<file path="config.mk">
export PLATFORM = sky130hd
export DESIGN_NAME = fcvt_s_w_seq
export DESIGN_NICKNAME = d
export VERILOG_FILES = /design/src/rtl/fpu_pkg.sv /design/src/rtl/fp_round_decide.sv /design/src/rtl/fcvt_s_w_seq.sv
export SDC_FILE = /design/constraint.sdc
export NUM_CORES = 1
export LEC_CHECK = 0
export ABC_AREA = 1
export CAP_MARGIN = 10
export CORE_ASPECT_RATIO = 1.75
export CORE_MARGIN = 5
export CORE_UTILIZATION = 40
export CTS_CLUSTER_DIAMETER = 100
export DETAILED_ROUTE_END_ITERATION = 12
export PLACE_DENSITY = 0.59
export SLEW_MARGIN = 20
export SYNTH_ARGS = -nofsm -noshare
export SYNTH_HDL_FRONTEND = slang
export SYNTH_SLANG_ARGS = --single-unit
</file>
<file path="constraint.sdc">
create_clock -name clk -period 4.1 [get_ports clk]
set_input_delay 0.82 -clock clk [delete_from_list [all_inputs] [get_ports clk]]
set_output_delay 0.82 -clock clk [all_outputs]
set_load 0.05 [all_outputs]
</file>
<file path="src/rtl/fpu_pkg.sv">
// Shared FPU types and constants: rounding modes, binary32 field widths and
// the state encoding of the sequential integer-to-float converter.
package fpu_pkg;

  typedef enum logic [2:0] {
    RM_RNE = 3'b000,
    RM_RTZ = 3'b001,
    RM_RDN = 3'b010,
    RM_RUP = 3'b011,
    RM_RMM = 3'b100
  } rm_e;

  localparam int EXP_BIAS = 127;
  localparam int EXP_W    = 8;
  localparam int MANT_W   = 23;

  typedef enum logic [1:0] {
    ST_IDLE  = 2'b00,
    ST_NORM  = 2'b01,
    ST_ROUND = 2'b10,
    ST_DONE  = 2'b11
  } cvt_state_e;

  // Reserved encodings 101..111 behave as round-to-nearest-even.
  function automatic rm_e decode_rm(input logic [2:0] raw);
    if (raw > 3'b100) begin
      decode_rm = RM_RNE;
    end else begin
      decode_rm = rm_e'(raw);
    end
  endfunction

endpackage

</file>
<file path="src/rtl/fp_round_decide.sv">
// Rounding decision: from sign, lsb, guard and sticky bits and a rounding
// mode, decide whether to increment the truncated mantissa and whether the
// result is inexact. Purely combinational so any rounder can share it.
module fp_round_decide
  import fpu_pkg::*;
(
  input  logic sign,
  input  logic lsb,
  input  logic guard,
  input  logic sticky,
  input  rm_e  rm,
  output logic round_up,
  output logic nx
);

  // Select the increment rule for the active rounding mode.
  always_comb begin
    round_up = 1'b0;
    case (rm)
      RM_RNE:  round_up = guard & (sticky | lsb);
      RM_RTZ:  round_up = 1'b0;
      RM_RDN:  round_up = sign & (guard | sticky);
      RM_RUP:  round_up = ~sign & (guard | sticky);
      RM_RMM:  round_up = guard;
      default: round_up = guard & (sticky | lsb);
    endcase
  end

  assign nx = guard | sticky;

endmodule

</file>
<file path="src/rtl/fcvt_s_w_seq.sv">
// Sequential FCVT.S.W / FCVT.S.WU: takes a signed or unsigned 32-bit integer,
// normalizes its magnitude one bit per cycle, rounds once and presents a
// packed binary32 result with an inexact flag behind a valid/ready handshake.
module fcvt_s_w_seq
  import fpu_pkg::*;
(
  input  logic        clk,
  input  logic        rst,
  input  logic        in_valid,
  output logic        in_ready,
  input  logic [31:0] in_int,
  input  logic        in_signed,
  input  logic [2:0]  in_rm,
  output logic        out_valid,
  input  logic        out_ready,
  output logic [31:0] out_num,
  output logic        out_nx
);

  cvt_state_e        state_q;
  logic              sign_q;
  logic [31:0]       mag_q;
  rm_e               rm_q;
  logic [4:0]        count_q;
  logic [31:0]       out_num_q;
  logic              out_nx_q;

  logic              in_neg;
  logic [31:0]       in_mag;
  logic              rnd_lsb;
  logic              rnd_guard;
  logic              rnd_sticky;
  logic              rnd_up;
  logic              rnd_nx;
  logic [EXP_W-1:0]  exp_base;
  logic [MANT_W:0]   mant_sum;
  logic [MANT_W-1:0] mant_fin;
  logic [EXP_W-1:0]  exp_fin;

  // Magnitude of the incoming operand; the most negative value maps to 0x80000000.
  always_comb begin
    in_neg = in_signed & in_int[31];
    in_mag = in_neg ? (~in_int + 32'd1) : in_int;
  end

  // Field extraction and mantissa increment for the normalized magnitude.
  always_comb begin
    rnd_lsb    = mag_q[8];
    rnd_guard  = mag_q[7];
    rnd_sticky = |mag_q[6:0];
    exp_base   = EXP_W'(EXP_BIAS + 31) - {3'b000, count_q};
    mant_sum   = {1'b0, mag_q[30:8]} + {{MANT_W{1'b0}}, rnd_up};
    mant_fin   = mant_sum[MANT_W] ? '0 : mant_sum[MANT_W-1:0];
    exp_fin    = exp_base + {{(EXP_W-1){1'b0}}, mant_sum[MANT_W]};
  end

  fp_round_decide u_round_decide (
    .sign     (sign_q),
    .lsb      (rnd_lsb),
    .guard    (rnd_guard),
    .sticky   (rnd_sticky),
    .rm       (rm_q),
    .round_up (rnd_up),
    .nx       (rnd_nx)
  );

  // Converter FSM: accept, shift-normalize, round, then hold until taken.
  always_ff @(posedge clk) begin
    if (rst) begin
      state_q   <= ST_IDLE;
      sign_q    <= 1'b0;
      mag_q     <= '0;
      rm_q      <= RM_RNE;
      count_q   <= '0;
      out_num_q <= '0;
      out_nx_q  <= 1'b0;
    end else begin
      case (state_q)
        ST_IDLE: begin
          if (in_valid) begin
            sign_q  <= in_neg;
            mag_q   <= in_mag;
            rm_q    <= decode_rm(in_rm);
            count_q <= '0;
            if (in_mag == 32'd0) begin
              out_num_q <= '0;
              out_nx_q  <= 1'b0;
              state_q   <= ST_DONE;
            end else begin
              state_q <= ST_NORM;
            end
          end
        end
        ST_NORM: begin
          if (!mag_q[31]) begin
            mag_q   <= {mag_q[30:0], 1'b0};
            count_q <= count_q + 5'd1;
          end else begin
            state_q <= ST_ROUND;
          end
        end
        ST_ROUND: begin
          out_num_q <= {sign_q, exp_fin, mant_fin};
          out_nx_q  <= rnd_nx;
          state_q   <= ST_DONE;
        end
        ST_DONE: begin
          if (out_ready) begin
            state_q <= ST_IDLE;
          end
        end
        default: state_q <= ST_IDLE;
      endcase
    end
  end

  assign in_ready  = (state_q == ST_IDLE);
  assign out_valid = (state_q == ST_DONE);
  assign out_num   = out_num_q;
  assign out_nx    = out_nx_q;

endmodule

</file>
==> results.md <==
* Clk Latency, worst-skew pair at around 0.33 ns
* CTS Sinks at 76
* Syn Std Cell Area at ~0.0052 mm2
* Fin crit period at between 3 and 4 ns
* Post-CTS Setup Inserts at 0
* Fin Clk Skew at about 0.0053 ns
* Vias in the first global route at between 5,000 and 6,000
* Hold_buf cts at 0
* Slew Viols, Final at 0
* Top cells by area, synth: dfxtp_1, nand2_1, nor2_1
* Max-cap viol count at 0
* Kind of critical path: reg -> reg
* Tot Pwr at roughly 3600 uW
* Critical Path End Type: flip-flop
* Avg Cell Area, Syn at 6.05 um2
* Top Family by Delay on Critical Path: simple AND/OR/NAND/NOR gates
* # diodes at 0
* # IOs at 75
* Die Wd at ~96 um
* Net Sw Frac at 44.5%
* GP Congestion at 1.02
* Mux contribution to synthesized area at 0%
* Flop2flop setup slack at about 0.45 ns
* Nets at 975
* Num CTS Buffers at 9
* Hold WC Path Type: reg -> reg
* Detail Placement HPWL at roughly 13 mm
* Number of flops mapped to enable cells by yosys at 0
* Seq cells post-synth at 76
* Async SR Flop Fraction at 0%
* Hold WS at roughly 0.48 ns
* Largest net degree at the start of global routing at 46
* Fin util at between 40% and 50%
* Chip Height at 161 um
* Clock Power Share at 22.0%
* Critical path buffer and inverter count at 0
* Initial antenna violation count at 0
* Starting Density at about two fifths
* Post-Synth Simple-Gate Area at 42.7%
* Grt ovf at 0
* FMAX at approximately 270 MHz
* Total track usage at a little over a fifth
* Dpl ws at about 0.44 ns
* Reg area at ~0.0015 mm2
* Global-route wire length before repair at 26.2 mm
* Via count at around 5,600
* Tcrit/Tclk final at approximately nine tenths
* Yosys top cell by area: dfxtp_1
* CP cell instances: or4_1 > nor4_1 > o311ai_0 > nand3_1 > nand2_1 > ha_1 > nand3_1 > nor2_1 > nand2_1 > nor2_2 > nand4_1 > nor3_2 > nand2_1 > nor2_1 > nand4_1 > ha_1 > nand2_1 > nor3_1 > nand3_1 > o21ai_0 > a21oi_1 > nor2_1
* DRC viols at 0
* Hold Vio Cnt, Final at 0
* Fillcell total at around 1,400
* Fraction of the mapped netlist area in compound gates at 14.9%
* Top FF cell, synth: dfxtp_1
* Largest family of logic cells by synthesized area: simple AND/OR/NAND/NOR gates
* Leakage at roughly 0.0028 uW
* Total Wirelength at 16.1 mm
* Setup ws final at around 0.45 ns
* DR pass1 iterations at 5
* Status: finished, final reports clean
* Seq/Total Area, Yosys at 29.2%
* CTS Buffer Depth at 2
* FP Rows at 55
* CTS tree: yes
* Rel. slew slack at between 50% and 60%
* YS warnings at 0
* WP data required at roughly 4.4 ns
* Setup violations, final at 0
* Syn_nets at 912
* Multi-input gate area at 0.00320 mm2
* Setup TNS at 0 ns
* CTS root buf: clkbuf_16
* Post-synth cell types at 46
* Initial drt markers at roughly 280
* DRT antenna net count at 0
* Layout cell share with drive strength beyond 1 at under 10%
* Delay of the slowest critical-path stage at roughly 0.54 ns
* Via density at ~5.1
* Die area at roughly 0.016 mm2
* Psw at between 1500 and 2000 uW
* Clk slew on worst S/H paths at approximately 0.06 ns
* Cell count after synthesis at ~860
* Synth-to-layout area growth at 22.1%
* Pint at about 2000 uW
* Worst Path Max Fanout at 5
* Number of buffers added on ports at 74
* Avg WL per Cell at 14.7 um
* Comb power frac at 46.5%
* Seq pwr share at a little under a third
* Pwr/cell area at ~570 mW/mm2
* Worst-Margin Slew at 0.708 ns
* Critical path's slowest cell: or4_1
* Xor/xnor cell area share of the yosys netlist at 1.34%
* Most frequent CP cell: nand2_1
* Worst path arrival time at between 3 and 4 ns
* RSZ-0062 raised after global routing: false
* Worst VDD drop at 0.000213 V
* Placeable Area at between 0.01 and 0.015 mm2
* Startpoint types: flip-flop
* Synth top area share at approximately 29%
* # resized after CTS at 0
* Htree depth at 3
* Synth Area in Adders at between 2 and 2.5%
==> per-layer routing <==
metal	up-vias	routed length [um]	global-route usage, %
li1	2924	-	-
met1	2517	6240	22.8
met2	101	8920	40.7
met3	27	447	2.19
met4	0	530	8.88
met5	-	0	0
==> worst paths after layout <==
check | startpoint | endpoint | depth (start not counted)
hold reg to reg | mag_q[0] | mag_q[0] | 2
setup reg to reg | mag_q[0] | out_num[27] | 22
hold / removal | mag_q[0] | mag_q[0] | 2
setup / recovery | mag_q[0] | out_num[27] | 22
==> Yosys cell counts (2+ instances only) <==
cell type / count
ha_1: 10
nor3_1: 7
xor2_1: 7
buf_4: 2
a21boi_1: 4
dfxtp_1: 76
inv_2: 3
a221oi_1: 10
inv_1: 77
a211oi_1: 4
or2_2: 4
buf_2: 3
nand3_1: 55
o211ai_1: 4
nand4_1: 13
a21oi_1: 65
nand3b_1: 18
a31oi_1: 3
buf_8: 2
nor2_1: 133
nand2_1: 264
clkbuf_1: 22
nand2_2: 3
o21ai_0: 39
nor2_2: 10
buf_6: 4
==> area by class of cell <==
type                    instances  share of cell area [%]
inverters                      82                    4.85
clock buffers                  12                    4.03
multi-input cells             671                    50.2
clock inverters                 4                   0.746
flip-flops and latches         76                    23.9
well taps                     171                    3.36
repair buffers                 85                    12.9
==> per-stage QoR <==
stage	instance area (um2)	instances
2_1_floorplan	5220	862
3_3_place_gp	6070	1085
3_5_place_dp	6070	1085
4_1_cts	6370	1101
5_1_grt	6370	1101
6_report	6370	1101
==> power groups by stage <==
stage                     clock [uW]  combinational, uW  sequential, uW
after global routing             852               1860            1170
after detailed placement           0               1680            1150
after CTS                        817               1690            1140
after floorplan                    0               1020            1320
after global placement             0               1660            1140
final                            795               1680            1140
==> worst min-delay path, cell delays in order, from the launching register on <==
cell and delay (ns):
dfxtp_1 0.32, nand2_1 0.06, a21oi_1 0.05
==> sequential cells by signal, summed over array words and instances, names as in the netlist <==
register,flops
sign_q,1
count_q,5
out_num,32
out_nx,1
state_q,2
rm_q,3
mag_q,32
==> placed cells by master (no fill, tap or decap), types with 7 or more instances in the layout <==
cell / instances
nor3_1: 7
clkdlybuf4s50_1: 74
nand3b_1: 18
nand4_1: 13
nor2_2: 10
nand2_1: 264
buf_4: 11
clkbuf_16: 9
a221oi_1: 10
ha_1: 10
dfxtp_1: 76
xor2_1: 7
nand3_1: 55
inv_1: 77
o21ai_0: 39
nor2_1: 133
a21oi_1: 65
==> kinds of logic (layout without fill, tap and decap cells) <==
kind of cell / count (synthesis) / count (layout)
buffers and inverters: 115 / 183
flip-flops: 76 / 76
XOR/XNOR: 8 / 8
adder cells (fa/ha/maj): 10 / 10
AO/OA/AOI/OAI: 136 / 136
AND/OR/NAND/NOR: 517 / 517
(Power assumes the default switching activity.)
